--- src/rtl/meter_key_pkg.sv ---
// Shared constants for the parking-meter key conditioner: key bit mapping and
// default timing. Optional auto-repeat is enabled with the KEY_AUTOREPEAT_EN macro.
package meter_key_pkg;

  localparam int NUM_KEYS = 6;

  localparam int KEY_ADD1 = 0;
  localparam int KEY_ADD2 = 1;
  localparam int KEY_ADD3 = 2;
  localparam int KEY_ADD4 = 3;
  localparam int KEY_RST2 = 4;
  localparam int KEY_RST1 = 5;

  // 100 Hz clock: 3 cycles = 30 ms debounce, 1 s repeat delay, 250 ms repeat period
  localparam int DEBOUNCE_CYCLES_DEF = 3;
  localparam int REPEAT_DELAY_DEF    = 100;
  localparam int REPEAT_PERIOD_DEF   = 25;

endpackage

--- src/rtl/meter_key_conditioner_key_debounce.sv ---
// One key: 2-flop synchronizer, debounce counter and accepted stable level.
// press_evt is high in the cycle whose closing edge flips stable from 0 to 1.
module key_debounce
  import meter_key_pkg::*;
#(
  parameter int DEBOUNCE_CYCLES = DEBOUNCE_CYCLES_DEF
) (
  input  logic clk,
  input  logic rst,
  input  logic key_raw,
  output logic stable,
  output logic press_evt
);

  localparam int CW = $clog2(DEBOUNCE_CYCLES + 1);
  localparam logic [CW-1:0] CNT_LAST = CW'(DEBOUNCE_CYCLES - 1);

  logic          sync1;
  logic          sync2;
  logic [CW-1:0] cnt;
  logic          accept;

  assign accept    = (sync2 != stable) && (cnt == CNT_LAST);
  assign press_evt = accept && sync2;

  always_ff @(posedge clk) begin
    if (rst) begin
      sync1  <= 1'b0;
      sync2  <= 1'b0;
      stable <= 1'b0;
      cnt    <= '0;
    end else begin
      sync1 <= key_raw;
      sync2 <= sync1;
      // Any return to the accepted level restarts the count, rejecting glitches
      if (sync2 == stable) begin
        cnt <= '0;
      end else if (accept) begin
        stable <= sync2;
        cnt    <= '0;
      end else begin
        cnt <= cnt + 1'b1;
      end
    end
  end

endmodule

--- src/rtl/meter_key_conditioner.sv ---
// Debounces six meter pushbuttons and issues at most one key pulse per cycle,
// queuing simultaneous presses in priority order. Macro: KEY_AUTOREPEAT_EN.
module meter_key_conditioner
  import meter_key_pkg::*;
#(
  parameter int DEBOUNCE_CYCLES = DEBOUNCE_CYCLES_DEF,
  parameter int REPEAT_DELAY    = REPEAT_DELAY_DEF,
  parameter int REPEAT_PERIOD   = REPEAT_PERIOD_DEF
) (
  input  logic                clk,
  input  logic                rst,
  input  logic [NUM_KEYS-1:0] key_raw,
  output logic [NUM_KEYS-1:0] key_pulse,
  output logic [NUM_KEYS-1:0] key_held,
  output logic                pend_any
);

  logic [NUM_KEYS-1:0] stable;
  logic [NUM_KEYS-1:0] press_evt;
  logic [NUM_KEYS-1:0] rep_evt;
  logic [NUM_KEYS-1:0] pending;
  logic [NUM_KEYS-1:0] issue;
  logic [NUM_KEYS-1:0] pending_nxt;

  // Highest set bit wins: rst1 > rst2 > add4 > add3 > add2 > add1
  function automatic logic [NUM_KEYS-1:0] pri_onehot(input logic [NUM_KEYS-1:0] req);
    pri_onehot = '0;
    for (int i = 0; i < NUM_KEYS; i++) begin
      if (req[i]) pri_onehot = NUM_KEYS'(1) << i;
    end
  endfunction

  for (genvar i = 0; i < NUM_KEYS; i++) begin : g_key
    key_debounce #(
      .DEBOUNCE_CYCLES(DEBOUNCE_CYCLES)
    ) u_debounce (
      .clk      (clk),
      .rst      (rst),
      .key_raw  (key_raw[i]),
      .stable   (stable[i]),
      .press_evt(press_evt[i])
    );
  end

`ifdef KEY_AUTOREPEAT_EN
  localparam int HW = $clog2(REPEAT_DELAY + REPEAT_PERIOD);
  localparam logic [HW-1:0] HOLD_FIRST = HW'(REPEAT_DELAY - 1);
  localparam logic [HW-1:0] HOLD_WRAP  = HW'(REPEAT_DELAY + REPEAT_PERIOD - 1);
  localparam logic [HW-1:0] HOLD_BASE  = HW'(REPEAT_DELAY);

  for (genvar i = 0; i < NUM_KEYS; i++) begin : g_repeat
    if (i <= KEY_ADD4) begin : g_add
      logic [HW-1:0] hold_cnt;

      // Fires on the edge where the hold count reaches the delay, then every period
      assign rep_evt[i] = stable[i] && !press_evt[i] &&
                          ((hold_cnt == HOLD_FIRST) || (hold_cnt == HOLD_WRAP));

      always_ff @(posedge clk) begin
        if (rst || !stable[i] || press_evt[i]) begin
          hold_cnt <= '0;
        end else if (hold_cnt == HOLD_WRAP) begin
          hold_cnt <= HOLD_BASE;
        end else begin
          hold_cnt <= hold_cnt + 1'b1;
        end
      end
    end else begin : g_rst_key
      assign rep_evt[i] = 1'b0;
    end
  end
`else
  assign rep_evt = '0;
`endif

  // A new event on the key being issued this edge merges into that pulse
  assign issue       = pri_onehot(pending);
  assign pending_nxt = (pending | press_evt | rep_evt) & ~issue;
  assign key_held    = stable;

  always_ff @(posedge clk) begin
    if (rst) begin
      pending   <= '0;
      key_pulse <= '0;
      pend_any  <= 1'b0;
    end else begin
      pending   <= pending_nxt;
      key_pulse <= issue;
      pend_any  <= |pending_nxt;
    end
  end

endmodule

--- config.mk ---
export PLATFORM = sky130hd
export DESIGN_NAME = meter_key_conditioner
export DESIGN_NICKNAME = d
export VERILOG_FILES = /design/src/rtl/meter_key_pkg.sv /design/src/rtl/meter_key_conditioner_key_debounce.sv /design/src/rtl/meter_key_conditioner.sv
export SDC_FILE = /design/constraint.sdc
export NUM_CORES = 1
export LEC_CHECK = 0
export ABC_AREA = 1
export BUFFER_PORTS_ARGS = -buffer_cell sky130_fd_sc_hd__buf_2
export CAP_MARGIN = 20
export CORE_MARGIN = 2
export CORE_UTILIZATION = 30
export DETAILED_ROUTE_END_ITERATION = 10
export SKIP_CTS_REPAIR_TIMING = 1
export SLEW_MARGIN = 30
export SYNTH_ARGS = -nofsm -noshare
export SYNTH_HDL_FRONTEND = slang
export SYNTH_HIERARCHICAL = 1
export SYNTH_SLANG_ARGS = --single-unit
export TNS_END_PERCENT = 100
--- constraint.sdc ---
create_clock -name clk -period 4.1 [get_ports clk]
set_clock_uncertainty 0.05 [all_clocks]
set_input_delay 0.205 -clock clk [delete_from_list [all_inputs] [get_ports clk]]
set_output_delay 0.205 -clock clk [all_outputs]
set_load 0.02 [all_outputs]
==> run metrics <==
Root Buffer Master clkbuf_8; Die H 76.6 µm; vias in the first global route 950; status complete, no violations; CP max stage delay 0.33 ns; total CTS buffers 5; Synth-to-Final Area Change 16.8%; std cell rows 26; RSZ-0062 raised after global routing false; Port Buffers 20; crit path cell chain inv_1 -> ha_1 -> and3_2 -> or2_1 -> nand2_1 -> nand2_1 -> nor2_1 -> nor2_1; Top delay family on crit path simple AND/OR/NAND/NOR gates; register area share after synthesis 54.4%; Max H-tree Level 2; hold_sp key_raw[5]; half-perimeter wire length after detailed placement 1650 µm; P_leak 0.846 nW; Synth cell types 15; Slew @ Worst Pin 0.704 ns; fill count between 500 and 600; routed wire length 2330 µm; most common cell after layout, fill and taps aside dfxtp_1; Critical Path Source g_key[1].u_debounce/cnt[0]$_SDFF_PP0_; sw frac 21.3%; worst r2r src g_key[1].u_debounce/cnt[0]$_SDFF_PP0_; starting density of the core a little under a third; via count 1116; DRT iter0 DRCs 51; max_slew headroom 53.1%; share of cells above drive strength 1 20.9%; CP max FO 3; Routed WL per cell 8.03 µm; Placer Congestion 0.703; final net count 233; Ports 21; pwr dens 380 nW/µm²; clock sink count between 40 and 50; Critical Path Start Type flip-flop; Buf+Inv Stages, Crit Path 1; Residual DRC 0; die area just under 6000 µm²; syn avg cell area 8.20 µm²; Comb pwr share 3.3%; slowest stage cell, crit path dfxtp_1; most frequent cells in the layout dfxtp_1 (43), nor2_1 (39), inv_1 (35); first-pass iteration count of the detailed router 4; ANT cells 0; largest cells by area after synthesis dfxtp_1 (54%), nor2_1 (9.2%), inv_1 (8.3%), nand2_1 (7.6%), ha_1 (4.7%); maximum VDD drop between 0.1 and 0.15 mV; setup TNS 0 ns; Slew Limit Fails 0; Clk Latency, worst-skew pair slightly below 0.3 ns; sequential share of power 61.0%; switching power 0.150 mW; CP endpoint kind flip-flop; Clk pwr share around 36%; Reg clk slew, reported paths 0.08 ns; # setup viols final 0; Hold Fails Final Rpt 0; post-synth top area cell dfxtp_1; initial antenna violation count 0; Final Cycle Share 36.3%; max-cap viol count 0; Core ar. 5110 µm²; GRT Util Overall 8.85%; largest buffer count on any clock path 2; largest net degree at the start of global routing 38; Final min period 1.49 ns; Synth Register Bits 43; Internal Power 0.553 mW; fmax 0.672 GHz; syn_nets about 210; routed vias/inst between 3 and 4; Worst Hold Class primary input to flip-flop; Critical Path RT 4.20 ns; final core occ 36.2%; Die X approximately 77 µm; grt total ovfl 0; Ys Warns 6; Synth top area share 54.4%; Synth Instances 193; cell area after synthesis ~1600 µm²; first-pass GRT wire length 4000 µm; DRT antenna net count 0; CTS tree done; Setup CP Type flip-flop to flip-flop; Worst EP arrival 1.59 ns
## cell type report
type | count | area (µm²) | area share, %
clock buffers | 7 | 76.3 | 4.13
well taps | 70 | 87.6 | 4.74
inverters | 35 | 131 | 7.11
clock inverters | 1 | 5.00 | 0.271
multi-input cells | 114 | 587 | 31.8
repair buffers | 20 | 100 | 5.42
flip-flops and latches | 43 | 861 | 46.6
## routing by layer
layer / global-route usage (%) / up-vias / part of all wire, %
met1: 10.5 / 457 / 50
met4: 7.09 / 0 / 3.1
met5: 0 / - / 0
li1: - / 630 / -
met2: 12.6 / 21 / 42
met3: 3.55 / 8 / 5.3
## power by group through the flow
stage          clock network [mW]  logic, mW  registers [mW]
3_5_place_dp                    0     0.0236           0.438
4_1_cts                     0.264     0.0237           0.429
6_report                    0.251     0.0231           0.429
5_1_grt                     0.282     0.0267           0.430
3_3_place_gp                    0     0.0232           0.438
2_1_floorplan                   0     0.0140           0.438
## worst min-delay path, delay by kind of cell
kind / cells / cell delay (ns)
buffers and inverters: 2 / 0.10
AND/OR/NAND/NOR: 1 / 0.06
## through the flow
stage               instances  setup slack [ns]  power, mW  cell area (µm²)  hold WS (ns)
floorplan                 193              2.72      0.452             1580         0.224
global placement          282              2.64      0.461             1770         0.340
detailed placement        282              2.63      0.462             1770         0.346
CTS                       290              2.61      0.716             1850        0.0536
global route              290              2.51      0.738             1850        0.0544
finish                    290              2.61      0.702             1850        0.0633
## Yosys cell counts (all sizes together)
cell and count:
ha 6, nand2 33, buf 1, nor3 2, or2 4, nand3 10, a21oi 1, nor2 46
o21ai 6, and3 6, inv 35, dfxtp 43
## cells by family (layout without fill, tap and decap cells)
group                      count (synthesis)  after routing  share of synthesized area, %
adders and majority gates                  6              6                          4.74
DFF                                       43             43                          54.4
and+or+nand+nor                          101            101                          30.1
buffers and inverters                     36             63                          8.54
AOI/OAI and AO/OA                          7              7                          2.21
## state kept, by name, summed over array words and instances, names as in the netlist
signal / cells
g_key.u_debounce/cnt: 12
g_key.u_debounce/stable: 6
g_key.u_debounce/sync1: 6
g_key.u_debounce/sync2: 6
key_pulse: 6
pending: 6
pend_any: 1
## worst paths after layout
check	endpoint	slack (ns)	depth (start not counted)
min	g_key[5].u_debounce/sync1$_SDFF_PP0_	0.06	3
max reg2reg	pend_any$_SDFF_PP0_	2.61	8
max	pend_any$_SDFF_PP0_	2.61	8
min reg2reg	g_key[1].u_debounce/sync2$_SDFF_PP0_	0.35	2
(Power assumes the default switching activity.)
